<file path="src/rtl/uart.sv">
// 8N1 UART: independent transmitter and 16x-oversampling receiver with a sticky ready flag.
// Everything runs on clk_50m with a synchronous active-high reset.
module uart #(
    parameter int unsigned CLK_FREQ = 50_000_000,
    parameter int unsigned BAUD     = 115200
) (
    input  logic       clk_50m,
    input  logic       reset,
    input  logic [7:0] din,
    input  logic       wr_en,
    output logic       tx,
    output logic       tx_busy,
    input  logic       rx,
    output logic       rdy,
    input  logic       rdy_clr,
    output logic [7:0] dout
);
    localparam int unsigned TX_DIV = CLK_FREQ / BAUD;
    localparam int unsigned RX_DIV = CLK_FREQ / (BAUD * 16);
    localparam int TXW = $clog2(TX_DIV);
    localparam int RXW = $clog2(RX_DIV);
    localparam logic [TXW-1:0] TX_LAST = TXW'(TX_DIV - 1);
    localparam logic [RXW-1:0] RX_LAST = RXW'(RX_DIV - 1);

    typedef enum logic [1:0] {S_IDLE, S_START, S_DATA, S_STOP} state_e;

    // ---------------- transmitter ----------------
    state_e           tx_state_q, tx_state_d;
    logic [TXW-1:0]   tx_cnt_q, tx_cnt_d;
    logic [2:0]       tx_idx_q, tx_idx_d;
    logic [7:0]       tx_shr_q, tx_shr_d;
    logic             tx_q, tx_d;
    logic             tx_busy_q, tx_busy_d;

    always_comb begin
        tx_state_d = tx_state_q;
        tx_cnt_d   = tx_cnt_q;
        tx_idx_d   = tx_idx_q;
        tx_shr_d   = tx_shr_q;
        tx_d       = tx_q;
        tx_busy_d  = tx_busy_q;
        if (tx_state_q != S_IDLE) begin
            tx_cnt_d = (tx_cnt_q == TX_LAST) ? '0 : tx_cnt_q + 1'b1;
        end
        case (tx_state_q)
            S_IDLE: begin
                if (wr_en) begin
                    tx_shr_d   = din;
                    tx_d       = 1'b0;
                    tx_busy_d  = 1'b1;
                    tx_cnt_d   = '0;
                    tx_state_d = S_START;
                end
            end
            S_START: begin
                if (tx_cnt_q == TX_LAST) begin
                    tx_idx_d   = 3'd0;
                    tx_d       = tx_shr_q[0];
                    tx_state_d = S_DATA;
                end
            end
            S_DATA: begin
                if (tx_cnt_q == TX_LAST) begin
                    if (tx_idx_q == 3'd7) begin
                        tx_d       = 1'b1;
                        tx_state_d = S_STOP;
                    end else begin
                        tx_idx_d = tx_idx_q + 3'd1;
                        tx_d     = tx_shr_q[tx_idx_q + 3'd1];
                    end
                end
            end
            S_STOP: begin
                if (tx_cnt_q == TX_LAST) begin
                    tx_busy_d  = 1'b0;
                    tx_state_d = S_IDLE;
                end
            end
            default: tx_state_d = S_IDLE;
        endcase
    end

    always_ff @(posedge clk_50m) begin
        if (reset) begin
            tx_state_q <= S_IDLE;
            tx_cnt_q   <= '0;
            tx_idx_q   <= 3'd0;
            tx_shr_q   <= 8'h00;
            tx_q       <= 1'b1;
            tx_busy_q  <= 1'b0;
        end else begin
            tx_state_q <= tx_state_d;
            tx_cnt_q   <= tx_cnt_d;
            tx_idx_q   <= tx_idx_d;
            tx_shr_q   <= tx_shr_d;
            tx_q       <= tx_d;
            tx_busy_q  <= tx_busy_d;
        end
    end

    assign tx      = tx_q;
    assign tx_busy = tx_busy_q;

    // ---------------- receiver ----------------
    logic             rx_s1_q, rx_s2_q;
    state_e           rx_state_q, rx_state_d;
    logic [RXW-1:0]   tick_cnt_q, tick_cnt_d;
    logic [3:0]       os_cnt_q, os_cnt_d;
    logic [2:0]       rx_idx_q, rx_idx_d;
    logic [7:0]       rx_shr_q, rx_shr_d;
    logic             rdy_q, rdy_d;
    logic [7:0]       dout_q, dout_d;
    logic             tick;
    logic             rx_done;

    assign tick = (tick_cnt_q == RX_LAST);

    always_comb begin
        rx_state_d = rx_state_q;
        tick_cnt_d = tick ? '0 : tick_cnt_q + 1'b1;
        os_cnt_d   = os_cnt_q;
        rx_idx_d   = rx_idx_q;
        rx_shr_d   = rx_shr_q;
        rx_done    = 1'b0;
        case (rx_state_q)
            S_IDLE: begin
                // Realign the oversample grid to the falling edge of the start bit.
                if (!rx_s2_q) begin
                    tick_cnt_d = '0;
                    os_cnt_d   = 4'd0;
                    rx_state_d = S_START;
                end
            end
            S_START: begin
                if (tick) begin
                    if (os_cnt_q == 4'd7) begin
                        os_cnt_d   = 4'd0;
                        rx_idx_d   = 3'd0;
                        rx_state_d = rx_s2_q ? S_IDLE : S_DATA;
                    end else begin
                        os_cnt_d = os_cnt_q + 4'd1;
                    end
                end
            end
            S_DATA: begin
                if (tick) begin
                    os_cnt_d = os_cnt_q + 4'd1;
                    if (os_cnt_q == 4'd15) begin
                        rx_shr_d = {rx_s2_q, rx_shr_q[7:1]};
                        if (rx_idx_q == 3'd7) begin
                            rx_state_d = S_STOP;
                        end else begin
                            rx_idx_d = rx_idx_q + 3'd1;
                        end
                    end
                end
            end
            S_STOP: begin
                if (tick) begin
                    os_cnt_d = os_cnt_q + 4'd1;
                    if (os_cnt_q == 4'd15) begin
                        rx_done    = rx_s2_q;
                        rx_state_d = S_IDLE;
                    end
                end
            end
            default: rx_state_d = S_IDLE;
        endcase

        rdy_d  = rdy_q;
        dout_d = dout_q;
        if (rdy_clr) begin
            rdy_d = 1'b0;
        end
        // A completing byte beats a simultaneous clear.
        if (rx_done) begin
            rdy_d  = 1'b1;
            dout_d = rx_shr_q;
        end
    end

    always_ff @(posedge clk_50m) begin
        if (reset) begin
            rx_s1_q    <= 1'b1;
            rx_s2_q    <= 1'b1;
            rx_state_q <= S_IDLE;
            tick_cnt_q <= '0;
            os_cnt_q   <= 4'd0;
            rx_idx_q   <= 3'd0;
            rx_shr_q   <= 8'h00;
            rdy_q      <= 1'b0;
            dout_q     <= 8'h00;
        end else begin
            rx_s1_q    <= rx;
            rx_s2_q    <= rx_s1_q;
            rx_state_q <= rx_state_d;
            tick_cnt_q <= tick_cnt_d;
            os_cnt_q   <= os_cnt_d;
            rx_idx_q   <= rx_idx_d;
            rx_shr_q   <= rx_shr_d;
            rdy_q      <= rdy_d;
            dout_q     <= dout_d;
        end
    end

    assign rdy  = rdy_q;
    assign dout = dout_q;
endmodule

</file>
<file path="config.mk">
export PLATFORM = sky130hd
export DESIGN_NAME = uart
export DESIGN_NICKNAME = d
export VERILOG_FILES = /design/src/rtl/uart.sv
export SDC_FILE = /design/constraint.sdc
export NUM_CORES = 1
export LEC_CHECK = 0
export ABC_AREA = 1
export BUFFER_PORTS_ARGS = -buffer_cell sky130_fd_sc_hd__buf_2
export CORE_MARGIN = 1.5
export CORE_UTILIZATION = 50
export CTS_BUF_LIST = sky130_fd_sc_hd__clkbuf_16
export DETAILED_ROUTE_END_ITERATION = 10
export PLACE_DENSITY_LB_ADDON = 0.15
export SETUP_SLACK_MARGIN = 0.4
export SLEW_MARGIN = 5
export SYNTH_ARGS = -nofsm -noshare
export SYNTH_HDL_FRONTEND = slang
export SYNTH_SLANG_ARGS = --single-unit
</file>
<file path="constraint.sdc">
create_clock -name clk_50m -period 3.8 [get_ports clk_50m]
set_clock_uncertainty 0.05 [all_clocks]
set_input_delay 0.76 -clock clk_50m [delete_from_list [all_inputs] [get_ports clk_50m]]
set_output_delay 0.76 -clock clk_50m [all_outputs]
set_load 0.005 [all_outputs]
</file>
### Yosys cells after proc, flatten, opt, wreduce, memory -nomap -nowiden

Index checks and enable logic that the tools add are counted.

* bits in registers: 57
* input bits: 13
* output and inout bits: 11
* logic and storage cells: 120

* add/subtract/negate cells: 5
* magnitude comparators: 1
* equality and inequality tests: 28
* mux-type cells: 53
* reduce and logical (&&, ||, !) cells: 18

Operator list (number)
* $mux W9: 4
* $ne A2 B2 Y1 const B: 15
* $mux W2: 14
* $mux W3: 8
* $mux W4: 4
* $pmux W2 S4: 2
* $mux W5: 3
* $mux W1: 12
* $pmux W3 S2: 2
* $pmux W4 S3: 1
* $reduce_bool A2 Y1: 5
* $add A9 B1 Y9 const B: 1
* $eq A9 B9 Y1 const B: 1
* $reduce_and A3 Y1: 3
* $eq A2 B2 Y1 const B: 4
* $reduce_and A4 Y1: 2
* $reduce_and A8 Y1: 1
* $add A3 B1 Y3 const B: 2
* $eq A3 B3 Y1 const B: 2
* $reduce_and A6 Y1: 1
* $add A5 B1 Y5 const B: 1
* $eq A5 B5 Y1 const B: 1
* $reduce_and A5 Y1: 1
* $add A4 B1 Y4 const B: 1
* 12 further kinds: 14

### Longest topological paths before layout

Gate-level depths: netlist of the first run.

* word-level depth: 6
* mapped depth: 10
* mapped depth without buffers: 10

### Worst setup path before layout of the first run

OpenSTA, ideal clock, no wires.

* path kind: input -> register
* start: input port reset
* end: register rx_shr_q[0]
* library setup time: 0.132 ns
* arrival time: 1.341 ns
* data required time: 3.618 ns
* slack: 2.276 ns
* stages: 3
* path buffers: 2
* cells stage by stage: clkbuf_1 -> clkbuf_1 -> a21oi_1

RTL lines
* start: declaration: RTL line 8 `input logic reset,`
* end signal: assignment: RTL line 200 `rx_shr_q <= rx_shr_d;`
* end: declaration: RTL line 110 `logic [7:0] rx_shr_q, rx_shr_d;`

No word-level cell between the ends.

==> flow_metrics.env, run 1 <==
export IMPL_pre_cts_slack_ns=1.49
export IMPL_grtUsageMet2_pct=29.2
export IMPL_clockRootBuffer="clkbuf_16"
export IMPL_nets=422
export IMPL_synth_edf_count=0
export IMPL_yosysMostFrequentCell="nand2_1"
export IMPL_final_area_um2=3230
export IMPL_synth_flop_cell="dfxtp_1"
export IMPL_grt_use_met1_pct=24.4
export IMPL_fin_crit_ns=1.96
export IMPL_post_cts_buffers=0
export IMPL_dp_hpwl_mm=3.31
export IMPL_die_w_um=76.8
export IMPL_drtIter0Drc=144
export IMPL_setup_ws_ns=1.84
export IMPL_cts_resized=0
export IMPL_postPlaceCellArea_um2=2890
export IMPL_max_vdd_ir_drop_uv=375
export IMPL_synth_cells=369
export IMPL_start_kind="input port"
export IMPL_cts_tree="built"
export IMPL_final_hold_viol_count=0
export IMPL_dp_cells=455
export IMPL_yosysTopAreaCell="dfxtp_1"
export IMPL_path_clk_slew_ns=0.05
export IMPL_grt_use_total_pct=18.9
export IMPL_syn_num_nets=395
export IMPL_leakage_nw=1.39
export IMPL_yosysTopAreaCellShare_pct=41.9
export IMPL_routedWlPerCell_um=10.6
export IMPL_yosys_warnings=0
export IMPL_p_per_area_nw_per_um2=610
export IMPL_cp_max_fo=30
export IMPL_totalWireLength_mm=5.01
export IMPL_met3_usage_pct=3.93
export IMPL_drcViolationCount=0
export IMPL_insertion_delay_ns=0.32
export IMPL_syn_to_final_growth_pct=18.8
export IMPL_gr_total_overflow=0
export IMPL_synth_area_per_cell_um2=7.38
export IMPL_drive_gt1_share_pct=15.5
export IMPL_ys_async_sr_fraction_pct=0
export IMPL_worst_pin_slew_ns=0.711
export IMPL_num_antenna_cells=0
export IMPL_hp_class="register to register"
export IMPL_synth_area_leaders="dfxtp_1 (42%), nand2_1 (9.8%), a21oi_1 (7.5%), nand3_1 (6.4%), nor2_1 (6.2%)"
export IMPL_power_total_w=0.00197
export IMPL_numPortBuffers=23
export IMPL_ctsHoldBuffers=0
export IMPL_pin_count=24
export IMPL_rsz0062_at_grt="no"
export IMPL_synth_cell_type_count=31
export IMPL_finalNonFillerCells=471
export IMPL_die_y_um=76.8
export IMPL_grt_pass1_vias=2094
export IMPL_vias_per_cell=4.94
export IMPL_post_route_period_util_pct=51.7
export IMPL_busiest_layer="met2"
export IMPL_outcome="finished clean"
export IMPL_finalSetupViolations=0
export IMPL_initial_utilization_pct=52.6
export IMPL_vias=2326
export IMPL_fin_setup_tns_ns=0
export IMPL_num_rows=26
export IMPL_arrival_ns=2.12
export IMPL_grt_pass1_wl_mm=9.00
export IMPL_grt_max_degree=31
export IMPL_cp_required_ns=3.95
export IMPL_core_um2=5170
export IMPL_worstSetupPathType="input port to register"
export IMPL_grt_antenna_before_repair=0
export IMPL_syn_area_um2=2720
export IMPL_cts_made_buffers=9
export IMPL_ant_nets=0
export IMPL_cts_max_level=3
export IMPL_slew_headroom_pct=52.5
export IMPL_first_pass_iters=4
export IMPL_ys_ff_latch=57
export IMPL_maxCapViolCount=0
export IMPL_clockBufferDepth=2
export IMPL_fp_dieArea_um2=5900
export IMPL_synth_sequential_area_ratio_pct=41.9
export IMPL_clkSinkCount=57
export IMPL_synth_common_cells="nand2_1 (71), dfxtp_1 (57), nor2_1 (45)"
export IMPL_gp_congestion=0.838
export IMPL_fmax_mhz=509
export IMPL_endpoint_kind="register"
export IMPL_drv_slew=0
-- layout make-up --
type	count	area [um2]
fillers	475	1940
clock inverters	7	119
repair buffers	23	115
multi-input cells	261	1380
inverters	44	165
clock buffers	9	225
flip-flops and latches	57	1140
well taps	70	87.6
-- registers in the layout (all words and copies together), names as in the netlist, named ones only --
name        cells
rx_state_q      1
tx_shr_q        8
tx_busy         1
rx_shr_q        8
os_cnt_q        4
dout            8
tx_idx_q        3
tx_cnt_q        9
rx_s1_q         1
rx_idx_q        3
rdy             1
tx_state_q      2
tick_cnt_q      5
tx              1
rx_s2_q         1
-- per-layer routing --
| layer | up-vias | wire length, um | part of all wire (%) |
|---|---|---|---|
| met5 | - | 0 | 0 |
| met4 | 0 | 109 | 2.2 |
| met3 | 10 | 178 | 3.6 |
| met2 | 38 | 2180 | 43 |
| met1 | 1019 | 2550 | 51 |
| li1 | 1259 | - | - |
-- report_power, final --
part           leakage (nW)  internal, W  switching [W]
Clock                 0.162     0.000639       0.000277
Combinational         0.764     0.000122       0.000228
Sequential            0.464     0.000657      0.0000479
-- final timing paths --
path	start	to	slack, ns	cells after the start
setup / recovery	reset	tick_cnt_q[0]	1.84	4
hold / removal	rx_s1_q	rx_s2_q	0.37	1
setup reg to reg	tx_state_q[0]	tx_state_q[1]	2.09	9
hold reg to reg	rx_s1_q	rx_s2_q	0.37	1
-- stage by stage --
step           hold WS (ns)  utilization [%]
5_1_grt               0.377             62.5
2_1_floorplan         0.339                -
3_5_place_dp          0.356             55.9
4_1_cts               0.367             62.5
6_report              0.366             62.5
3_3_place_gp          0.350             55.9
-- critical path: stages --
cell and delay [ns]:
buf_2 0.45, inv_1 0.51, nand3_1 0.32, nor2_1 0.06
-- logic make-up after synthesis --
| group | Yosys count | share of synthesized area, % |
|---|---|---|
| simple gates | 172 | 29.5 |
| compound gates | 73 | 14.3 |
| flops | 57 | 41.9 |
| buf+inv | 51 | 7.35 |
| fa+ha+maj | 13 | 5.97 |
| xor+xnor | 3 | 0.965 |
-- cell usage in the layout (no fill, tap or decap), drive strengths merged, types with 3 or more instances in the layout --
cell type	instances
o21ai	26
a21oi	44
clkbuf	9
inv	44
nor2	51
ha	13
nand2	72
buf	23
or2	3
dfxtp	57
bufinv	3
nor3	3
nand4	4
nand3	37
Power figures use the tool's default switching activity.
==> run 2, diff against run 1 <==
==> constraint.sdc (replaced) <==
create_clock -name clk_50m -period 1.9 [get_ports clk_50m]
set_clock_uncertainty 0.05 [all_clocks]
set_input_delay 0.38 -clock clk_50m [delete_from_list [all_inputs] [get_ports clk_50m]]
set_output_delay 0.38 -clock clk_50m [all_outputs]
set_load 0.005 [all_outputs]
==> run 2 against run 1 <==
Against the previous run: non-clock buffer count increased by 10; final cell count rose by 2.5%; sequential share of layout area down 1.9 points; clock-buffer cell count unchanged; combinational power rose to 2.7 times the previous value; utilization rose by 4.7 points; clock power rose by 53%.
==> flow_metrics.env, run 2 (same netlist as run 1, synthesis figures left out) <==
export IMPL_outcome="finished clean"
export IMPL_grt_pass1_vias=2200
export IMPL_final_area_um2=3480
export IMPL_critPathBufInv=1
export IMPL_ant_nets=0
export IMPL_arrival_ns=1.68
export IMPL_totalWireLength_mm=5.94
export IMPL_reg2reg_slack_ns=0.37
export IMPL_drcViolationCount=0
export IMPL_final_cell_mix="nand2_1 (64), dfxtp_1 (48), nor2_1 (39), a21oi_1 (39), nand3_1 (33)"
export IMPL_grt_use_total_pct=19.7
export IMPL_cts_made_buffers=9
export IMPL_critical_path_top_delay_family="simple AND/OR/NAND/NOR gates"
export IMPL_endpoint_kind="register"
export IMPL_clockRootBuffer="clkbuf_16"
export IMPL_die_y_um=76.8
export IMPL_regMostFlops="tx_cnt_q"
export IMPL_num_antenna_cells=0
export IMPL_drtIter0Drc=137
export IMPL_insertion_delay_ns=0.32
export IMPL_grt_antenna_before_repair=0
export IMPL_filler_cell_count=414
export IMPL_path_clk_slew_ns=0.05
export IMPL_largest_reg_flops=9
export IMPL_dp_hpwl_mm=3.55
export IMPL_clkSinkCount=57
export IMPL_path_cells="inv_1 > ha_2 > nand4_4 > nor2_8 > nand3_4 > o21ai_0 > a21oi_1"
export IMPL_fin_crit_ns=1.53
export IMPL_p_int_w=0.00255
export IMPL_routedWlPerCell_um=12.3
export IMPL_syn_to_final_growth_pct=27.8
export IMPL_drv_slew=0
export IMPL_nets=434
export IMPL_gr_total_overflow=0
export IMPL_p_per_area_nw_per_um2=1080
export IMPL_core_um2=5170
export IMPL_finalSetupViolations=0
export IMPL_num_rows=26
export IMPL_cts_max_level=3
export IMPL_final_common_cell="nand2_1"
export IMPL_worst_pin_slew_ns=0.434
export IMPL_vias=2482
export IMPL_p_sw_w=0.00121
export IMPL_clockBufferDepth=2
export IMPL_pin_count=24
export IMPL_grt_pass1_wl_mm=9.37
export IMPL_vias_per_cell=5.14
export IMPL_min_from="rx"
export IMPL_final_hold_viol_count=0
export IMPL_worstReg2RegEnd="dout[1]"
export IMPL_rsz0062_at_grt="yes"
export IMPL_hp_class="input port to register"
export IMPL_cp_max_fo=5
export IMPL_slowest_stage="dfxtp_2"
export IMPL_slew_headroom_pct=71.0
export IMPL_initial_utilization_pct=52.6
export IMPL_p_comb_share_pct=24.6
export IMPL_gp_congestion=0.828
export IMPL_worstSetupPathType="register to register"
export IMPL_post_route_period_util_pct=80.3
export IMPL_whs_path_depth=2
export IMPL_leakage_nw=1.45
export IMPL_pwr_share_clk_pct=37.2
export IMPL_max_vdd_ir_drop_uv=749
export IMPL_drive_gt1_share_pct=28.6
export IMPL_first_pass_iters=4
export IMPL_fmax_mhz=656
export IMPL_postPlaceCellArea_um2=2920
export IMPL_cp_required_ns=2.05
export IMPL_netSwitchingFraction_pct=32.2
export IMPL_whs_endpoint="rx_s1_q"
export IMPL_numPortBuffers=23
export IMPL_cts_tree="built"
export IMPL_r2r_cells=7
export IMPL_fin_setup_tns_ns=0
export IMPL_slowest_delay_ns=0.33
export IMPL_fp_dieArea_um2=5900
export IMPL_rr_startpoint="tick_cnt_q[0]"
export IMPL_start_kind="register"
export IMPL_die_w_um=76.8
export IMPL_seq_power_share_pct=38.2
export IMPL_maxCapViolCount=0
export IMPL_grt_max_degree=30
[run 2: cell count changes in the layout (fill, tap and decap cells not counted), sizes merged]
cell,before,now
bufinv,3,0
clkinv,2,5
nand3,37,39
buf,23,33
[run 2: per-stage QoR]
| step | power, W | utilization [%] | instances | hold slack, ns | setup slack [ns] |
|---|---|---|---|---|---|
| final | 0.00377 | 67.2 | 483 | 0.218 | 0.375 |
| after global routing | 0.00400 | 67.2 | 483 | 0.204 | 0.322 |
| after CTS | 0.00358 | 63.3 | 480 | 0.202 | 0.401 |
| after detailed placement | 0.00213 | 56.5 | 459 | 0.343 | 0.237 |
| after global placement | 0.00212 | 56.5 | 459 | 0.342 | 0.226 |
| after floorplan | 0.00196 | - | 369 | 0.339 | 0.417 |
[run 2: repair_timing]
action,CTS,global route
gates cloned,1,1
endpoints found under the hold margin,0,0
buffers inserted,4,2
hold buffers,0,0
resized for setup,14,55
pin swaps,4,16
endpoints found under the setup margin,36,46
[run 2: worst max-delay path by stage]
stage	from	to	slack, ns	cells after the start
3_5_place_dp	tx_state_q[0]	tx_idx_q[0]	0.24	8
3_3_place_gp	tx_state_q[0]	tx_idx_q[0]	0.23	8
2_1_floorplan	tx_state_q[0]	tx	0.42	8
6_report	tick_cnt_q[0]	dout[1]	0.37	7
5_1_grt	os_cnt_q[0]	register	0.32	8
4_1_cts	tx_state_q[1]	tx_idx_q[0]	0.40	8
[run 2: layout make-up]
class | instances | area, um2 | area share (%)
multi-input cells | 263 | 1610 | 46.3
flip-flops and latches | 57 | 1160 | 33.3
clock buffers | 9 | 225 | 6.47
repair buffers | 33 | 194 | 5.58
inverters | 44 | 165 | 4.75
well taps | 70 | 87.6 | 2.52
clock inverters | 7 | 37.5 | 1.08
[run 2: power by group through the flow]
| stage | Clock (W) | Combinational (W) | Sequential [W] |
|---|---|---|---|
| 6_report | 0.00140 | 0.000928 | 0.00144 |
| 2_1_floorplan | 0 | 0.000541 | 0.00142 |
| 5_1_grt | 0.00150 | 0.00104 | 0.00146 |
| 4_1_cts | 0.00143 | 0.000733 | 0.00142 |
| 3_3_place_gp | 0 | 0.000691 | 0.00143 |
| 3_5_place_dp | 0 | 0.000696 | 0.00143 |
[run 2: worst register-to-register path, cell delays in order (launching register included)]
cell and delay [ns]:
dfxtp_2 0.33, inv_1 0.06, ha_2 0.20, nand4_4 0.14, nor2_8 0.21, nand3_4 0.12
o21ai_0 0.24, a21oi_1 0.07
[run 2: layer usage]
metal	wire, um	share of wire, %	GRT usage [%]	up-vias
met5	0	0	0	-
li1	-	-	-	1293
met1	2640	44	23.1	1130
met3	225	3.8	7.14	11
met2	2990	50	33.1	48
met4	82	1.4	6.67	0
==> run 3, diff against run 2 <==
==> constraint.sdc (replaced) <==
create_clock -name clk_50m -period 1.25 [get_ports clk_50m]
set_clock_uncertainty 0.05 [all_clocks]
set_input_delay 0.25 -clock clk_50m [delete_from_list [all_inputs] [get_ports clk_50m]]
set_output_delay 0.25 -clock clk_50m [all_outputs]
set_load 0.005 [all_outputs]
==> run 3 against run 2 <==
Against the previous run: the run now ends with setup timing left; hold slack worse by 0.16 ns; clock-buffer cell count stayed put; non-clock buffer count is 64 higher; clock power is 55% higher; power is 87% higher; final cell count is 13% higher; sequential cell count stayed put; via count is 24% higher; register-to-register slack worse by 0.63 ns; first-iteration DRC count is 45% higher; sequential share of layout area is 7.3 points lower; global-route usage is 6.6 points higher; critical endpoint is now tx; largest power group is now combinational cells; highest routed layer unchanged.
==> flow_metrics.env, run 3 (same netlist as run 1, synthesis figures left out) <==
export IMPL_rsz0062_at_grt="yes"
export IMPL_post_route_period_util_pct=121
export IMPL_maxCapViolCount=0
export IMPL_highest_layer="met4"
export IMPL_routedWlPerCell_um=17.7
export IMPL_pwr_share_clk_pct=30.7
export IMPL_max_vdd_ir_drop_uv=2060
export IMPL_cts_max_level=3
export IMPL_fmax_mhz=663
export IMPL_p_sw_w=0.00252
export IMPL_p_per_area_nw_per_um2=1560
export IMPL_clockBufferDepth=2
export IMPL_final_cell_mix="buf_4 (59), nand2_1 (46), dfxtp_1 (33)"
export IMPL_cts_tree="built"
export IMPL_first_pass_iters=5
export IMPL_ant_nets=0
export IMPL_pre_cts_slack_ns=-0.190
export IMPL_nets=498
export IMPL_endpoint_kind="register"
export IMPL_final_hold_viol_count=0
export IMPL_cp_endpoint="tx"
export IMPL_vias_per_cell=5.63
export IMPL_whs_ns=0.0540
export IMPL_arrival_ns=1.68
export IMPL_dp_hpwl_mm=4.34
export IMPL_rr_startpoint="tx_idx_q[0]"
export IMPL_start_kind="register"
export IMPL_setup_ws_ns=-0.259
export IMPL_largest_reg_flops=9
export IMPL_fin_crit_ns=1.51
export IMPL_finalCoreUtilization_pct=87.7
export IMPL_route_met2_wl_mm=5.08
export IMPL_cp_max_fo=4
export IMPL_clkSinkCount=57
export IMPL_insertion_delay_ns=0.33
export IMPL_dp_cells=509
export IMPL_die_y_um=76.8
export IMPL_gp_congestion=0.812
export IMPL_drtIter0Drc=198
export IMPL_cp_required_ns=1.42
export IMPL_worst_pin_slew_ns=0.300
export IMPL_fp_dieArea_um2=5900
export IMPL_grt_max_degree=15
export IMPL_seq_power_share_pct=31.5
export IMPL_grt_pass1_vias=2767
export IMPL_totalWireLength_mm=9.70
export IMPL_core_um2=5170
export IMPL_vias=3078
export IMPL_p_comb_share_pct=37.8
export IMPL_finalSetupViolations=50
export IMPL_num_antenna_cells=0
export IMPL_wl_met3_um=484
export IMPL_reg2reg_slack_ns=-0.26
export IMPL_worstReg2RegEnd="tx"
export IMPL_num_rows=26
export IMPL_violations="setup timing"
export IMPL_drcViolationCount=0
export IMPL_worstSetupPathType="register to register"
export IMPL_filler_cell_count=241
export IMPL_clockRootBuffer="clkbuf_16"
export IMPL_path_clk_slew_ns=0.05
export IMPL_numPortBuffers=23
export IMPL_die_w_um=76.8
export IMPL_final_common_cell="buf_4"
export IMPL_netSwitchingFraction_pct=35.7
export IMPL_hp_class="input port to register"
export IMPL_crit_path_start="tx_idx_q[0]"
export IMPL_grt_antenna_before_repair=0
export IMPL_regMostFlops="tx_cnt_q"
export IMPL_final_area_um2=4540
export IMPL_drive_gt1_share_pct=57.7
export IMPL_r2r_cells=9
export IMPL_pin_count=24
export IMPL_initial_utilization_pct=52.6
export IMPL_finalNonFillerCells=547
export IMPL_gr_total_overflow=0
export IMPL_drv_slew=0
export IMPL_postPlaceCellArea_um2=3540
export IMPL_p_int_w=0.00454
export IMPL_syn_to_final_growth_pct=66.6
export IMPL_slew_headroom_pct=80.0
export IMPL_grt_use_total_pct=26.3
export IMPL_wl_met1_mm=3.86
export IMPL_outcome="complete, but fails checks"
export IMPL_leakage_nw=1.84
export IMPL_cts_made_buffers=9
export IMPL_grt_pass1_wl_mm=12.3
## run 3: area by class of cell
| class | count | area (um2) | share of cell area (%) |
|---|---|---|---|
| clock buffers | 9 | 225 | 4.96 |
| clock inverters | 7 | 30.0 | 0.662 |
| inverters | 44 | 190 | 4.19 |
| multi-input cells | 263 | 2060 | 45.5 |
| flip-flops and latches | 57 | 1180 | 26.0 |
| well taps | 70 | 87.6 | 1.93 |
| repair buffers | 97 | 758 | 16.7 |
## run 3: critical path: stages, from the launching register on
cell,delay [ns]
dfxtp_2,0.34
ha_4,0.16
ha_4,0.28
nand3_1,0.09
nand3_1,0.13
nand3_1,0.10
nand2_1,0.08
nand2_1,0.06
nand2_1,0.06
nand2_1,0.04
## run 3: power by group through the flow
stage                     combinational [W]  clock (W)  sequential (W)
final                               0.00267    0.00217         0.00222
after global routing                0.00286    0.00226         0.00224
after global placement              0.00159          0         0.00219
after floorplan                     0.00107          0         0.00223
after CTS                           0.00210    0.00211         0.00218
after detailed placement            0.00163          0         0.00220
## run 3: metal layers
layer	vias to the layer above	global-route usage, %
met3	33	7.02
li1	1428	-
met1	1482	31.2
met5	-	0
met4	0	10.2
met2	135	45.0
## run 3: worst min path at each step
stage,startpoint,to,depth (start not counted)
after CTS,rx,rx_s1_q,2
after detailed placement,rx_s1_q,rx_s2_q,1
final,rx,rx_s1_q,2
after global routing,rx,rx_s1_q,2
after floorplan,rx,rx_s1_q,1
after global placement,rx_s1_q,rx_s2_q,1
## run 3: what timing repair did
action,CTS,global route
setup endpoints to repair,66,66
resized for setup,74,90
buffers inserted,10,10
pin swaps,34,33
gates cloned,2,0
hold buffers,0,0
## run 3: through the flow
| step | power [W] | TNS [ns] |
|---|---|---|
| 3_5_place_dp | 0.00383 | -3.51 |
| 5_1_grt | 0.00735 | -9.94 |
| 6_report | 0.00706 | -6.80 |
| 4_1_cts | 0.00639 | -3.50 |
| 2_1_floorplan | 0.00330 | -1.04 |
| 3_3_place_gp | 0.00378 | -2.27 |
